[config.mk]
export PLATFORM = sky130hd
export DESIGN_NAME = pipe_trace_buffer
export DESIGN_NICKNAME = d
export VERILOG_FILES = /design/src/rtl/pipe_trace_buffer.sv
export SDC_FILE = /design/constraint.sdc
export NUM_CORES = 2
export LEC_CHECK = 0
export BUFFER_PORTS_ARGS = -buffer_cell sky130_fd_sc_hd__buf_2
export CAP_MARGIN = 0
export CORE_MARGIN = 1.5
export CORE_UTILIZATION = 59
export DETAILED_ROUTE_END_ITERATION = 6
export PLACE_DENSITY = 0.74
export SYNTH_ARGS = -nofsm -noshare
export SYNTH_HDL_FRONTEND = slang
export SYNTH_SLANG_ARGS = --single-unit
[constraint.sdc]
create_clock -name CLK -period 40.2 [get_ports CLK]
set_clock_uncertainty 0.1 [all_clocks]
set_input_delay 8.04 -clock CLK [delete_from_list [all_inputs] [get_ports CLK]]
set_output_delay 8.04 -clock CLK [all_outputs]
set_load 0.02 [all_outputs]
[src/rtl/pipe_trace_buffer.sv]
// pipe_trace_buffer -- multi-channel circular trace capture buffer.
//
// Records packed probe samples continuously once armed, keeps capturing a
// programmable number of samples after a trigger, then streams the captured
// window out oldest-first over a valid/ready port.
//
// Ports:
//   CLK          clock, all state updates on the rising edge
//   rst          synchronous active-high reset
//   arm          start capture (IDLE only)
//   abort        return to IDLE from any state, clears pointers and counts
//   trig         trigger event (ARMED only)
//   post_count   samples to capture after the trigger sample (clamped to DEPTH)
//   probe        packed sample, channel k = probe[k*DATA_W +: DATA_W]
//   probe_valid  probe carries a sample this cycle
//   rd_valid     rd_data holds a buffered sample
//   rd_ready     consumer accepts rd_data
//   rd_data      oldest unread sample (zero when rd_valid is low)
//   rd_last      rd_data is the final sample of the window
//   state        0 IDLE, 1 ARMED, 2 POST, 3 DONE
//   fill         valid entries held, saturates at DEPTH
//   wrapped      oldest entry has been overwritten at least once since arm
module pipe_trace_buffer #(
   parameter int DATA_W   = 32,
   parameter int CHANNELS = 4,
   parameter int DEPTH    = 16,
   parameter int CW       = $clog2(DEPTH + 1)
) (
   input  logic                       CLK,
   input  logic                       rst,
   input  logic                       arm,
   input  logic                       abort,
   input  logic                       trig,
   input  logic [CW-1:0]              post_count,
   input  logic [CHANNELS*DATA_W-1:0] probe,
   input  logic                       probe_valid,
   output logic                       rd_valid,
   input  logic                       rd_ready,
   output logic [CHANNELS*DATA_W-1:0] rd_data,
   output logic                       rd_last,
   output logic [2:0]                 state,
   output logic [CW-1:0]              fill,
   output logic                       wrapped
);

   localparam int SW = CHANNELS * DATA_W;
   localparam int AW = $clog2(DEPTH);
   localparam logic [CW-1:0] DEPTH_C = CW'(DEPTH);

   typedef enum logic [2:0] {
      S_IDLE  = 3'd0,
      S_ARMED = 3'd1,
      S_POST  = 3'd2,
      S_DONE  = 3'd3
   } state_e;

   state_e           state_q, state_d;
   logic [AW-1:0]    wr_ptr_q, wr_ptr_d;
   logic [AW-1:0]    rd_ptr_q, rd_ptr_d;
   logic [CW-1:0]    fill_q, fill_d;
   logic             wrapped_q, wrapped_d;
   logic [CW-1:0]    remaining_q, remaining_d;
   logic [CW-1:0]    unread_q, unread_d;
   logic             rd_valid_q, rd_valid_d;
   logic             rd_last_q, rd_last_d;
   logic             we_s;
   logic [CW-1:0]    post_clamp_s;
   logic [SW-1:0]    ram_q [DEPTH];

   // Clamp the requested post-trigger length to the buffer depth.
   always_comb begin
      if (post_count > DEPTH_C) begin
         post_clamp_s = DEPTH_C;
      end else begin
         post_clamp_s = post_count;
      end
   end

   // Next-state logic for the capture / readout controller.
   always_comb begin
      state_d     = state_q;
      wr_ptr_d    = wr_ptr_q;
      rd_ptr_d    = rd_ptr_q;
      fill_d      = fill_q;
      wrapped_d   = wrapped_q;
      remaining_d = remaining_q;
      unread_d    = unread_q;
      we_s        = 1'b0;

      if (abort) begin
         state_d     = S_IDLE;
         wr_ptr_d    = {AW{1'b0}};
         rd_ptr_d    = {AW{1'b0}};
         fill_d      = {CW{1'b0}};
         wrapped_d   = 1'b0;
         remaining_d = {CW{1'b0}};
         unread_d    = {CW{1'b0}};
      end else begin
         case (state_q)
            S_IDLE: begin
               if (arm) begin
                  state_d   = S_ARMED;
                  wr_ptr_d  = {AW{1'b0}};
                  fill_d    = {CW{1'b0}};
                  wrapped_d = 1'b0;
               end else begin
                  state_d = S_IDLE;
               end
            end
            S_ARMED, S_POST: begin
               if (probe_valid) begin
                  we_s     = 1'b1;
                  wr_ptr_d = wr_ptr_q + AW'(1);
                  if (fill_q == DEPTH_C) begin
                     wrapped_d = 1'b1;
                  end else begin
                     fill_d = fill_q + CW'(1);
                  end
               end else begin
                  we_s = 1'b0;
               end

               if (state_q == S_ARMED) begin
                  if (trig) begin
                     if (post_clamp_s == {CW{1'b0}}) begin
                        state_d = S_DONE;
                     end else begin
                        state_d     = S_POST;
                        remaining_d = post_clamp_s;
                     end
                  end else begin
                     state_d = S_ARMED;
                  end
               end else begin
                  // Only valid samples consume the post-trigger budget.
                  if (probe_valid) begin
                     remaining_d = remaining_q - CW'(1);
                     if (remaining_q == CW'(1)) begin
                        state_d = S_DONE;
                     end else begin
                        state_d = S_POST;
                     end
                  end else begin
                     state_d = S_POST;
                  end
               end
            end
            S_DONE: begin
               if (unread_q == {CW{1'b0}}) begin
                  state_d = S_IDLE;
                  fill_d  = {CW{1'b0}};
               end else if (rd_valid_q && rd_ready) begin
                  rd_ptr_d = rd_ptr_q + AW'(1);
                  unread_d = unread_q - CW'(1);
                  if (unread_q == CW'(1)) begin
                     state_d = S_IDLE;
                     fill_d  = {CW{1'b0}};
                  end else begin
                     state_d = S_DONE;
                  end
               end else begin
                  state_d = S_DONE;
               end
            end
            default: begin
               state_d = S_IDLE;
            end
         endcase
      end

      // On DONE entry the oldest entry sits fill slots behind the write
      // pointer; a full buffer truncates fill to 0, i.e. the write pointer.
      if ((state_d == S_DONE) && (state_q != S_DONE)) begin
         rd_ptr_d = wr_ptr_d - fill_d[AW-1:0];
         unread_d = fill_d;
      end else begin
         rd_ptr_d = rd_ptr_d;
         unread_d = unread_d;
      end

      rd_valid_d = (state_d == S_DONE) && (unread_d != {CW{1'b0}});
      rd_last_d  = (state_d == S_DONE) && (unread_d == CW'(1));
   end

   // Controller registers with synchronous reset.
   always_ff @(posedge CLK) begin
      if (rst) begin
         state_q     <= S_IDLE;
         wr_ptr_q    <= {AW{1'b0}};
         rd_ptr_q    <= {AW{1'b0}};
         fill_q      <= {CW{1'b0}};
         wrapped_q   <= 1'b0;
         remaining_q <= {CW{1'b0}};
         unread_q    <= {CW{1'b0}};
         rd_valid_q  <= 1'b0;
         rd_last_q   <= 1'b0;
      end else begin
         state_q     <= state_d;
         wr_ptr_q    <= wr_ptr_d;
         rd_ptr_q    <= rd_ptr_d;
         fill_q      <= fill_d;
         wrapped_q   <= wrapped_d;
         remaining_q <= remaining_d;
         unread_q    <= unread_d;
         rd_valid_q  <= rd_valid_d;
         rd_last_q   <= rd_last_d;
      end
   end

   // Trace RAM write port; contents are deliberately not reset.
   always_ff @(posedge CLK) begin
      if (!rst && we_s) begin
         ram_q[wr_ptr_q] <= probe;
      end
   end

   assign rd_data = rd_valid_q ? ram_q[rd_ptr_q] : {SW{1'b0}};
   assign rd_valid = rd_valid_q;
   assign rd_last  = rd_last_q;
   assign state    = state_q;
   assign fill     = fill_q;
   assign wrapped  = wrapped_q;

endmodule
# == Word-level counts from Yosys, hierarchy flattened ==
# Memories as Yosys holds them, arrays and structs flattened. A register that Yosys moved wholly into a read port is not among the register bits.
# Cells that the tools add are included.
# W data, S select, Z words.
# classes
add_sub_neg,6
mul,0
div_mod_pow,0
order_cmp,1
eq_ne,15
n_shift,0
n_mux,50
n_bitwise,0
n_reduce_logical,19
# ops
operator,count
$mux W128,1
$mux W5,17
$mux W4,10
$mux W3,6
$eq A5 B1 Y1 const B,3
$pmux W5 S3,1
$mux W1,11
$logic_not A5 Y1,2
$ne A2 B2 Y1 const B,5
$sub A5 B1 Y5 const B,2
$eq A3 B2 Y1 const B,3
$pmux W3 S3,1
$add A4 B1 Y4 const B,2
$pmux W4 S2,1
$reduce_and A4 Y1,2
$ne A3 B2 Y1 const B,2
$reduce_bool A3 Y1,2
$add A5 B1 Y5 const B,1
$eq A5 B5 Y1 const B,1
$gt A5 B5 Y1 const B,1
$logic_and A1 B1 Y1,5
$reduce_bool A5 Y1,1
$reduce_bool A2 Y1,2
$reduce_or A2 Y1,2
other kinds (7),7
# word_totals
reg_bits,29
latchBits,0
ram_bits,2048
mem_bits_ro,0
wordCells,101
n_memories,1
# mem_list
name,depth,width,read_ports,rd_clocked_by_memory_dff,write_ports,line_no,text
ram_q,16,128,1,1,1,68,logic [SW-1:0] ram_q [DEPTH];

# == Depth between registers and ports, before layout ==
# depth
depth_word,14
depth_mapped,14
ltp_nobuf,13

# == Least setup slack after synthesis ==
# OpenSTA, ideal clock, no wires.
# synth_path
path_type,input -> register
start,input abort
end,"memory ram_q[0][0] in the netlist's numbering, enable pin"
arrival_ns,17.435
t_required_ns,39.328
path_slack_ns,21.894
path_stages,5
path_cell_list,or2_2 > clkbuf_1 > nor2b_1 > nand2_1 > nor3_1
# synth_between
elab_chain_cells,4
# synth_rtl
item,line_no,text
start: declaration,32,"input logic abort,"
$mux W1,90,if (abort) begin
$logic_and A1 B1 Y1,212,if (!rst && we_s) begin
$mux W1,212,
$mux W1 (not written as such),213,ram_q[wr_ptr_q] <= probe;
end: declaration,68,
# Every way passes these cells.

==> flow_summary.ini <==
[floorplan]
fp.dieW_um = 371
initial_core_util_pct = 59.6
dieArea_sq_mm = 0.137
coreArea_sq_mm = 0.134
io_pins = 279
rows = 134
die_y_um = 371

[power]
clkPwrFrac_pct = 41.8
leakage_nw = 27.4
p_sw_share_pct = 19.6
seq_power_share_pct = 56.8
combPwrFrac_pct = 1.4
p_sw_mw = 0.823
ir_worst_vdd_mv = 0.0386
power_density_mw_per_mm2 = 47.0
power_mw = 4.20
power.internal_mw = 3.37

[worst_setup_path]
critPathArrivalTime_ns = 5.68
slowest_delay_ns = 0.86
cp.required_ns = 32.06
start_kind = register
worstSetupPathType = reg2out
crit_chain = buf_12 -> buf_4 -> buf_4 -> mux4_2 -> mux4_2 -> and2_1 -> buf_2
cpMaxStageDelayCell = buf_4
end_kind = output pin
crit_family = buffers and inverters
critPathBufInv = 4
crit_fanout = 118

[sta]
slew_violations = 0
tightest_slew_ns = 1.15
fin_crit_ns = 13.82
hold_viol_final = 0
final-setup-viol-count = 0
fmax_mhz = 72.4
setup_tns_ns = 0
post-route-period-util_pct = 34.4
slew_headroom_pct = 23.6
whs_ns = 0.473
setup_ws_ns = 26.38
rsz0062_at_grt = false

[status]
outcome = finished clean

[place]
io_buffers = 277
dp_cells = 5189
dpl-instance-area_sq_mm = 0.0832
dp_hpwl_um = 89400
place.gp.congestion = 0.768
place_ws_ns = 27.08

[layout]
final_cell_count_no_fill = 5563
syn_to_final_growth_pct = 12.0
fillers = 8176
fin_util_pct = 66.8
final_cell_area_sq_mm = 0.0893
drive_gt1_share_pct = 33.7
nNetsFinal = 3782

[clock_network]
cts_setup_buffers = 0
clock_latency_ns = 0.82
cts_sinks = 2080
root_buffer = clkbuf_16
cts_buffer_depth = 3
h-tree-depth = 4
cts_tree = yes
cts_resized = 0
cts_buffers = 198
path_clk_slew_ns = 0.06
cts_hold_buf = 0

[detailed_routing]
drt-total-wl_um = 180000
vias = 36600
viasPerCell = 6.59
drt.antenna.violating_nets = 0
drcViolationCount = 0
first_pass_iters = 5
drt_iter0_drc = 3884
post_drt_wl_per_cell_um = 32.4

[job]
maxCapViolCount = 0

[logic_synthesis]
synth-main-ff-cell = edfxtp_1
ys_types = 57
async_reset_ff_share_pct = 0
syn-cell-area_sq_mm = 0.0798
yosys_warnings = 0
synth_nets = 3408
synth_edf_count = 2048
synthesis.instances = 3247
synth.avg_cell_area_sq_um = 24.6
yosys_register_bits = 2080
seq_area_frac_synth_pct = 77.9

[global_route]
grt_overflow_total = 0
grt_pass1_vias = 38300
antenna_found_initial = 52
gr-usage-all-layers_pct = 26.9
grt_pass1_wl_um = 262000
grt_max_degree = 178

[hold_path]
min_path_type = reg2reg
cell usage in the layout, fill, tap and decap left out, types with 15 or more instances in the layout:
cell       netlist  routed
clkinv_2         0      31
buf_2           10     277
mux4_2         640     640
inv_1           15      15
buf_4           38      55
dfxtp_1         32      27
clkbuf_1        90      43
and2_1         132     132
clkbuf_16        0     200
ha_1            20      20
edfxtp_1      2048    2048
nand2_1         20      20
clkinv_1         0      57
nor2_1          42      30
worst reg2reg max path, delay by kind of cell, from the launching register on:
family,cells,cell delay [ns]
fa+ha+maj,1,0.58
buf+inv,4,2.65
flops,1,0.40
simple gates,4,0.96
cells by family after synthesis:
| family | after synthesis | share of synthesized area (%) |
|---|---|---|
| flip-flops | 2080 | 77.9 |
| multiplexers | 646 | 18.2 |
| AND/OR/NAND/NOR | 244 | 1.75 |
| buffers and inverters | 182 | 1.18 |
| AO/OA/AOI/OAI | 63 | 0.540 |
| adder cells (fa/ha/maj) | 21 | 0.339 |
| XOR/XNOR | 10 | 0.110 |
| other | 1 | 0.00470 |
path summary, 6_finish.rpt:
kind,from,end,slack [ns],cells past startpoint
max,register,rd_data[112],26.38,7
min,remaining_q[1]$_SDFFE_PP0P_,remaining_q[1]$_SDFFE_PP0P_,0.47,2
max reg2reg,state[0]$_SDFF_PP0_,ram_q[10][11]$_DFFE_PP_,35.10,9
min reg2reg,remaining_q[1]$_SDFFE_PP0P_,remaining_q[1]$_SDFFE_PP0P_,0.47,2
power by group through the flow:
stage / logic [mW] / registers, mW / clock network (mW)
finish: 0.0605 / 2.38 / 1.75
global route: 0.0662 / 2.38 / 1.86
CTS: 0.0607 / 2.38 / 1.78
detailed placement: 0.0604 / 2.43 / 0
global placement: 0.0550 / 2.43 / 0
floorplan: 0.0239 / 2.43 / 0
flip-flops by register name (all words and copies together) (netlist names), 2 cells and up, named ones only:
| name | cells |
|---|---|
| ram_q | 2048 |
| fill | 5 |
| remaining_q | 5 |
| unread_q | 5 |
| rd_ptr_q | 4 |
| wr_ptr_q | 4 |
| state | 2 |
layer usage:
metal / global-route usage [%] / up-vias / share of wire, %
met3: 5.90 / 332 / 7.6
met5: 0 / - / 0.15
met4: 8.62 / 46 / 2.5
li1: - / 14700 / -
met1: 35.4 / 19800 / 38
met2: 45.4 / 1743 / 52
cell usage after synthesis (all sizes together), types with 2 or more instances:
cell    count  area (sq um)
nand3b      2          15.0
xnor2       8          70.1
nand2      20          75.1
a22oi       5          37.5
and2      132           826
clkbuf     90           338
xor2        2          17.5
buf        77           549
a221oi      2          17.5
a22o        2          17.5
nor2b       7          43.8
dfxtp      32           641
mux2        4          45.0
o21ai      14          70.1
nand4       5          31.3
nand2b      7          43.8
nor3       12          76.3
or3         2          12.5
edfxtp   2048         61500
or2         3          18.8
inv        15          56.3
o211ai      4          30.0
a211oi      7          52.6
nand3       4          20.0
ha         20           250
a21o        5          37.5
and4        2          17.5
mux4      640         14400
a31oi       5          31.3
nor2       42           158
mux2i       2          20.0
a21oi      10          53.8
layout make-up:
type	instances	area, sq um	share of cell area (%)
antenna	12	30.0	0.0336
clock buffer	243	5170	5.78
clock inverter	119	947	1.06
inverter	15	56.3	0.0630
multi-input combinational	985	16800	18.8
sequential	2080	62200	69.6
tap	1768	2210	2.48
timing repair buffer	341	1980	2.22
Note: power is estimated with default switching activity, not from simulation.
